`config.mk`:
```
export PLATFORM = sky130hd
export DESIGN_NAME = clock_ctrl
export DESIGN_NICKNAME = d
export VERILOG_FILES = /design/src/rtl/clock_ctrl.sv
export SDC_FILE = /design/constraint.sdc
export NUM_CORES = 1
export LEC_CHECK = 0
export BUFFER_PORTS_ARGS = -buffer_cell sky130_fd_sc_hd__clkbuf_2
export CAP_MARGIN = 20
export CORE_MARGIN = 4
export CORE_UTILIZATION = 40
export DETAILED_ROUTE_END_ITERATION = 10
export HOLD_SLACK_MARGIN = 0.05
export PLACE_DENSITY = 0.67
export SYNTH_ARGS = -nofsm -noshare
export SYNTH_HDL_FRONTEND = slang
export SYNTH_SLANG_ARGS = --single-unit
```
`constraint.sdc`:
```
create_clock -name clk -period 2 [get_ports clk]
set_input_delay 0.2 -clock clk [delete_from_list [all_inputs] [get_ports clk]]
set_output_delay 0.2 -clock clk [all_outputs]
set_load 0.02 [all_outputs]
```
`src/rtl/clock_ctrl.sv`:
```
// Run/halt/step controller for the CPU clock; freezes the divider only with cpu_clk HIGH.
// Latency: stop_clk asserts on the posedge that samples the cpu_clk rise; no backpressure, commands are single-cycle pulses.
module clock_ctrl #(
  parameter int ADDR_W       = 16,
  parameter bit RUN_ON_RESET = 1'b1
) (
  input  logic              clk,
  input  logic              arst,
  input  logic              cpu_clk,
  input  logic              run,
  input  logic              halt,
  input  logic              step,
  input  logic [15:0]       step_n,
  input  logic              bkpt_en,
  input  logic [ADDR_W-1:0] bkpt_addr,
  input  logic [ADDR_W-1:0] cpu_addr,
  output logic              stop_clk,
  output logic              halted,
  output logic              bkpt_hit,
  output logic [31:0]       cycle_count
);

  typedef enum logic [1:0] {
    ST_HALTED    = 2'd0,
    ST_RUNNING   = 2'd1,
    ST_HALT_PEND = 2'd2,
    ST_STEPPING  = 2'd3
  } state_t;

  localparam state_t ST_RESET = RUN_ON_RESET ? ST_RUNNING : ST_HALTED;

  state_t      state, state_nxt;
  logic [15:0] remaining, remaining_nxt;
  logic        bkpt_hit_q, bkpt_hit_nxt;
  logic        stop_clk_q;
  logic        cpu_clk_q;
  logic [31:0] cycle_count_q;
  logic        rise;
  logic        bkpt_match;

  assign rise       = cpu_clk & ~cpu_clk_q;
  assign bkpt_match = bkpt_en && (cpu_addr == bkpt_addr);

  // cpu_clk_q resets HIGH to match the divider so the first sample is not a false rise.
  always_ff @(posedge clk or posedge arst) begin
    if (arst) begin
      state      <= ST_RESET;
      remaining  <= 16'd0;
      bkpt_hit_q <= 1'b0;
      stop_clk_q <= (ST_RESET == ST_HALTED);
      cpu_clk_q  <= 1'b1;
    end else begin
      state      <= state_nxt;
      remaining  <= remaining_nxt;
      bkpt_hit_q <= bkpt_hit_nxt;
      stop_clk_q <= (state_nxt == ST_HALTED);
      cpu_clk_q  <= cpu_clk;
    end
  end

  always_ff @(posedge clk or posedge arst) begin
    if (arst) begin
      cycle_count_q <= 32'd0;
    end else if (rise) begin
      cycle_count_q <= cycle_count_q + 32'd1;
    end
  end

  // Every stop decision is taken on rise, so the divider is frozen with cpu_clk HIGH.
  always_comb begin
    state_nxt     = state;
    remaining_nxt = remaining;
    bkpt_hit_nxt  = bkpt_hit_q;
    case (state)
      ST_HALTED: begin
        if (!halt) begin
          if (step) begin
            state_nxt     = ST_STEPPING;
            remaining_nxt = (step_n == 16'd0) ? 16'd1 : step_n;
            bkpt_hit_nxt  = 1'b0;
          end else if (run) begin
            state_nxt    = ST_RUNNING;
            bkpt_hit_nxt = 1'b0;
          end
        end
      end
      ST_RUNNING: begin
        if (rise && bkpt_match) begin
          state_nxt    = ST_HALTED;
          bkpt_hit_nxt = 1'b1;
        end else if (halt) begin
          state_nxt = ST_HALT_PEND;
        end
      end
      ST_HALT_PEND: begin
        if (rise) begin
          state_nxt = ST_HALTED;
          if (bkpt_match) begin
            bkpt_hit_nxt = 1'b1;
          end
        end
      end
      ST_STEPPING: begin
        if (rise && bkpt_match) begin
          state_nxt     = ST_HALTED;
          bkpt_hit_nxt  = 1'b1;
          remaining_nxt = 16'd0;
        end else if (rise && (remaining == 16'd1)) begin
          state_nxt     = ST_HALTED;
          remaining_nxt = 16'd0;
        end else if (halt) begin
          state_nxt     = ST_HALT_PEND;
          remaining_nxt = 16'd0;
        end else if (rise) begin
          remaining_nxt = remaining - 16'd1;
        end
      end
      default: begin
        state_nxt     = ST_RESET;
        remaining_nxt = 16'd0;
      end
    endcase
  end

  always_comb begin
    stop_clk    = stop_clk_q;
    halted      = (state == ST_HALTED);
    bkpt_hit    = bkpt_hit_q;
    cycle_count = cycle_count_q;
  end

endmodule

```
==> results by group <==
Worst setup path
  – Cell count of the worst reg-to-reg path: 5
  – Critical path type: flop to flop
  – Worst setup EP type: flop
  – CP max stage delay: around 550 ps
  – Crit path DAT: 2070 ps
  – Worst setup SP type: flop
  – Crit path cell chain: nor2b_2, nand4_1, or4_4, a222oi_1, nand2_1
  – Slowest library cell on the worst path: or4_4
  – Crit path required time: ~2200 ps
  – Crit-path max FO: 16

Yosys
  – Syn_area_per_cell: roughly 9.5 um2
  – Post-Syn Instances: between 300 and 400
  – Seq/Total Area, Yosys: 44.6%
  – Mapped cell area: just under 3000 um2
  – Most frequent cell after synthesis: dfrtp_1
  – Post-synth top cells: dfrtp_1 (51), xnor2_1 (34), nand2_1 (32)
  – Async set-or-reset flop fraction in the synthesized netlist: 100%
  – Flops & latches, synth: between 50 and 60
  – Top cells by area, synth: dfrtp_1 (43%), xnor2_1 (10%), nand3_1 (5.0%), nand2_1 (4.0%), xor2_1 (3.5%)
  – Top FF cell, synth: dfrtp_1
  – Post-Syn Nets: 372
  – Post-synth top area cell: dfrtp_1
  – EDFF count, synth: 0
  – Yosys top cell area share: between 40% and 50%
  – Synthesis Warnings: 0
  – Number of distinct library cells after synthesis: 48

Route
  – ANT nets after route: 0
  – WL per Instance: 13.6 um
  – Residual DRC count: 0
  – Final wirelength: approximately 7100 um
  – Drt pass-1 iters: 4
  – Via density: roughly 5.2
  – Initial drt markers: ~120
  – Via Count: approximately 2700

STA
  – Worst-Margin Slew: about 540 ps
  – Rel. slew slack: 64.0%
  – Max Clk Rate: about 0.53 GHz
  – Final setup margin: about 110 ps
  – Final Max Slew Viols: 0
  – Skew final: just under 8 ps
  – Hold Slack: around 110 ps
  – Final setup fails: 0
  – Final TNS setup: 0 ps
  – RSZ-0062 raised after global routing: no
  – Period utilisation layout: between 90 and 100%
  – Count of final hold-check violations: 0
  – Final period demand of the worst path: approximately 1900 ps

Die
  – Die H: around 94 um
  – Row count: 31
  – Die width: roughly 94 um
  – Ports: 90
  – Die area: about 8900 um2
  – Initial core utilization: roughly two fifths
  – Core area: between 7000 and 8000 um2

Final layout
  – Layout area overhead: 26.7%
  – Layout cells sized above 1: 30.5%
  – Area taken by multi-input logic gates: about 1600 um2
  – Layout Utilization: 52.0%
  – Register area: approximately 1300 um2
  – Finished Layout Cells: a little over 500
  – Design area: between 3000 and 4000 um2
  – N_diodes: 0
  – Final net count: approximately 480
  – Fill count: a little under 700

Status
  – Status: finished clean

Clocking
  – Clock buffer depth: 2
  – Skew-Pair Late Insertion Delay: 300 ps
  – Num CTS Buffers: 5
  – Post-CTS Repair Setup Buffers: 0
  – Root buffer cell: clkbuf_8
  – Clock sinks: 53
  – CTS clock-pin slew for the worst setup and hold paths: 90 ps
  – TritonCTS clock tree: yes
  – H-tree levels: 2

Placement
  – Pre-CTS setup slack: -143 ps
  – GPL Wtd Cong: between 0.7 and 0.8
  – DP HPWL: about 5600 um
  – I/O Buffers: 89
  – Placed cell area: 3650 um2
  – Inst Count DP: 509

GRT
  – Number of global-route vias before repair: ~2600
  – Total Routing Usage GR: around 17%
  – Largest net degree at the start of global routing: 30
  – GRT Residual Overflow: 0
  – Initial antenna violation count: 0
  – Global-route wire length before repair: between 10000 and 15000 um

Hold path
  – Hold Path Depth: 2
  – Hold Crit Class: primary input to flop

Power
  – Pwr Density: approximately 970 nW/um2
  – P_leak: 1.82 nW
  – Worst IR Drop VDD: around 0.00037 V
  – Total power: about 3.6 mW

Flow run
  – Max Cap Viol: 0
-- cell type report --
| cell class | instances | area share, % |
|---|---|---|
| multi-input combinational | 235 | 41.3 |
| tap | 99 | 3.28 |
| clock buffer | 6 | 2.19 |
| inverter | 13 | 1.29 |
| timing repair buffer | 110 | 16.4 |
| sequential | 53 | 35.2 |
| clock inverter | 2 | 0.365 |
-- cells in the final DEF (no fill, tap or decap), drive strengths merged, types with 3 or more instances in the layout --
cell type / n
clkbuf: 95
dfrtp: 51
xnor2: 34
nand2: 32
nand3: 30
nor2: 20
buf: 20
inv: 13
xor2: 12
nand4: 9
and3: 8
nor3: 8
nor4: 8
a22oi: 6
a31oi: 6
o211ai: 5
nand2b: 4
o221ai: 4
nor2b: 4
o21ai: 4
and2: 3
and4: 3
o22ai: 3
or3: 3
nor3b: 3
o31ai: 3
ha: 3
-- flip-flops by register name, indices dropped and copies added, names as in the netlist --
register	flops
cycle_count	32
state	2
stop_clk	1
cpu_clk_q	1
remaining	16
bkpt_hit	1
-- metal layers --
metal | global-route usage [%] | part of all wire (%)
met4 | 3.85 | 0.84
met2 | 26.9 | 47
met5 | 0 | 0
met3 | 3.21 | 6.9
met1 | 22.9 | 45
-- final timing paths --
check | start | end | slack, ps
max in group asynchronous | arst | cycle_count[22]$_DFFE_PP0P_ | 980
hold / removal | cpu_clk | cpu_clk_q$_DFF_PP1_ | 110
hold reg to reg | cycle_count[31]$_DFFE_PP0P_ | cycle_count[31]$_DFFE_PP0P_ | 480
min in group asynchronous | arst | cycle_count[10]$_DFFE_PP0P_ | 470
setup / recovery | cpu_clk_q$_DFF_PP1_ | remaining[8]$_DFFE_PP0P_ | 110
setup reg to reg | cpu_clk_q$_DFF_PP1_ | remaining[8]$_DFFE_PP0P_ | 110
-- report_power, final --
part	internal, mW	switching, mW
sequential	1.32	0.275
clock	0.281	0.349
combinational	0.616	0.805
-- timing repair --
item | CTS | global route
hold endpoints to repair | 22 | 0
setup endpoints to repair | 1 | 3
resized for setup | 1 | 2
hold buffers | 1 | 0
cloned | 0 | 0
-- critical path: cells and delay by family, from the launching register on --
family | cells | cell delay, ps
AND/OR/NAND/NOR | 4 | 1010
AO/OA/AOI/OAI | 1 | 370
flip-flops | 1 | 390
-- cell families after synthesis --
| family | Yosys count | synth area share, % |
|---|---|---|
| xor+xnor | 46 | 13.5 |
| simple gates | 141 | 25.8 |
| compound gates | 45 | 11.1 |
| fa+ha+maj | 3 | 1.26 |
| buf+inv | 26 | 3.74 |
| flops | 53 | 44.6 |
(Power assumes the default switching activity.)
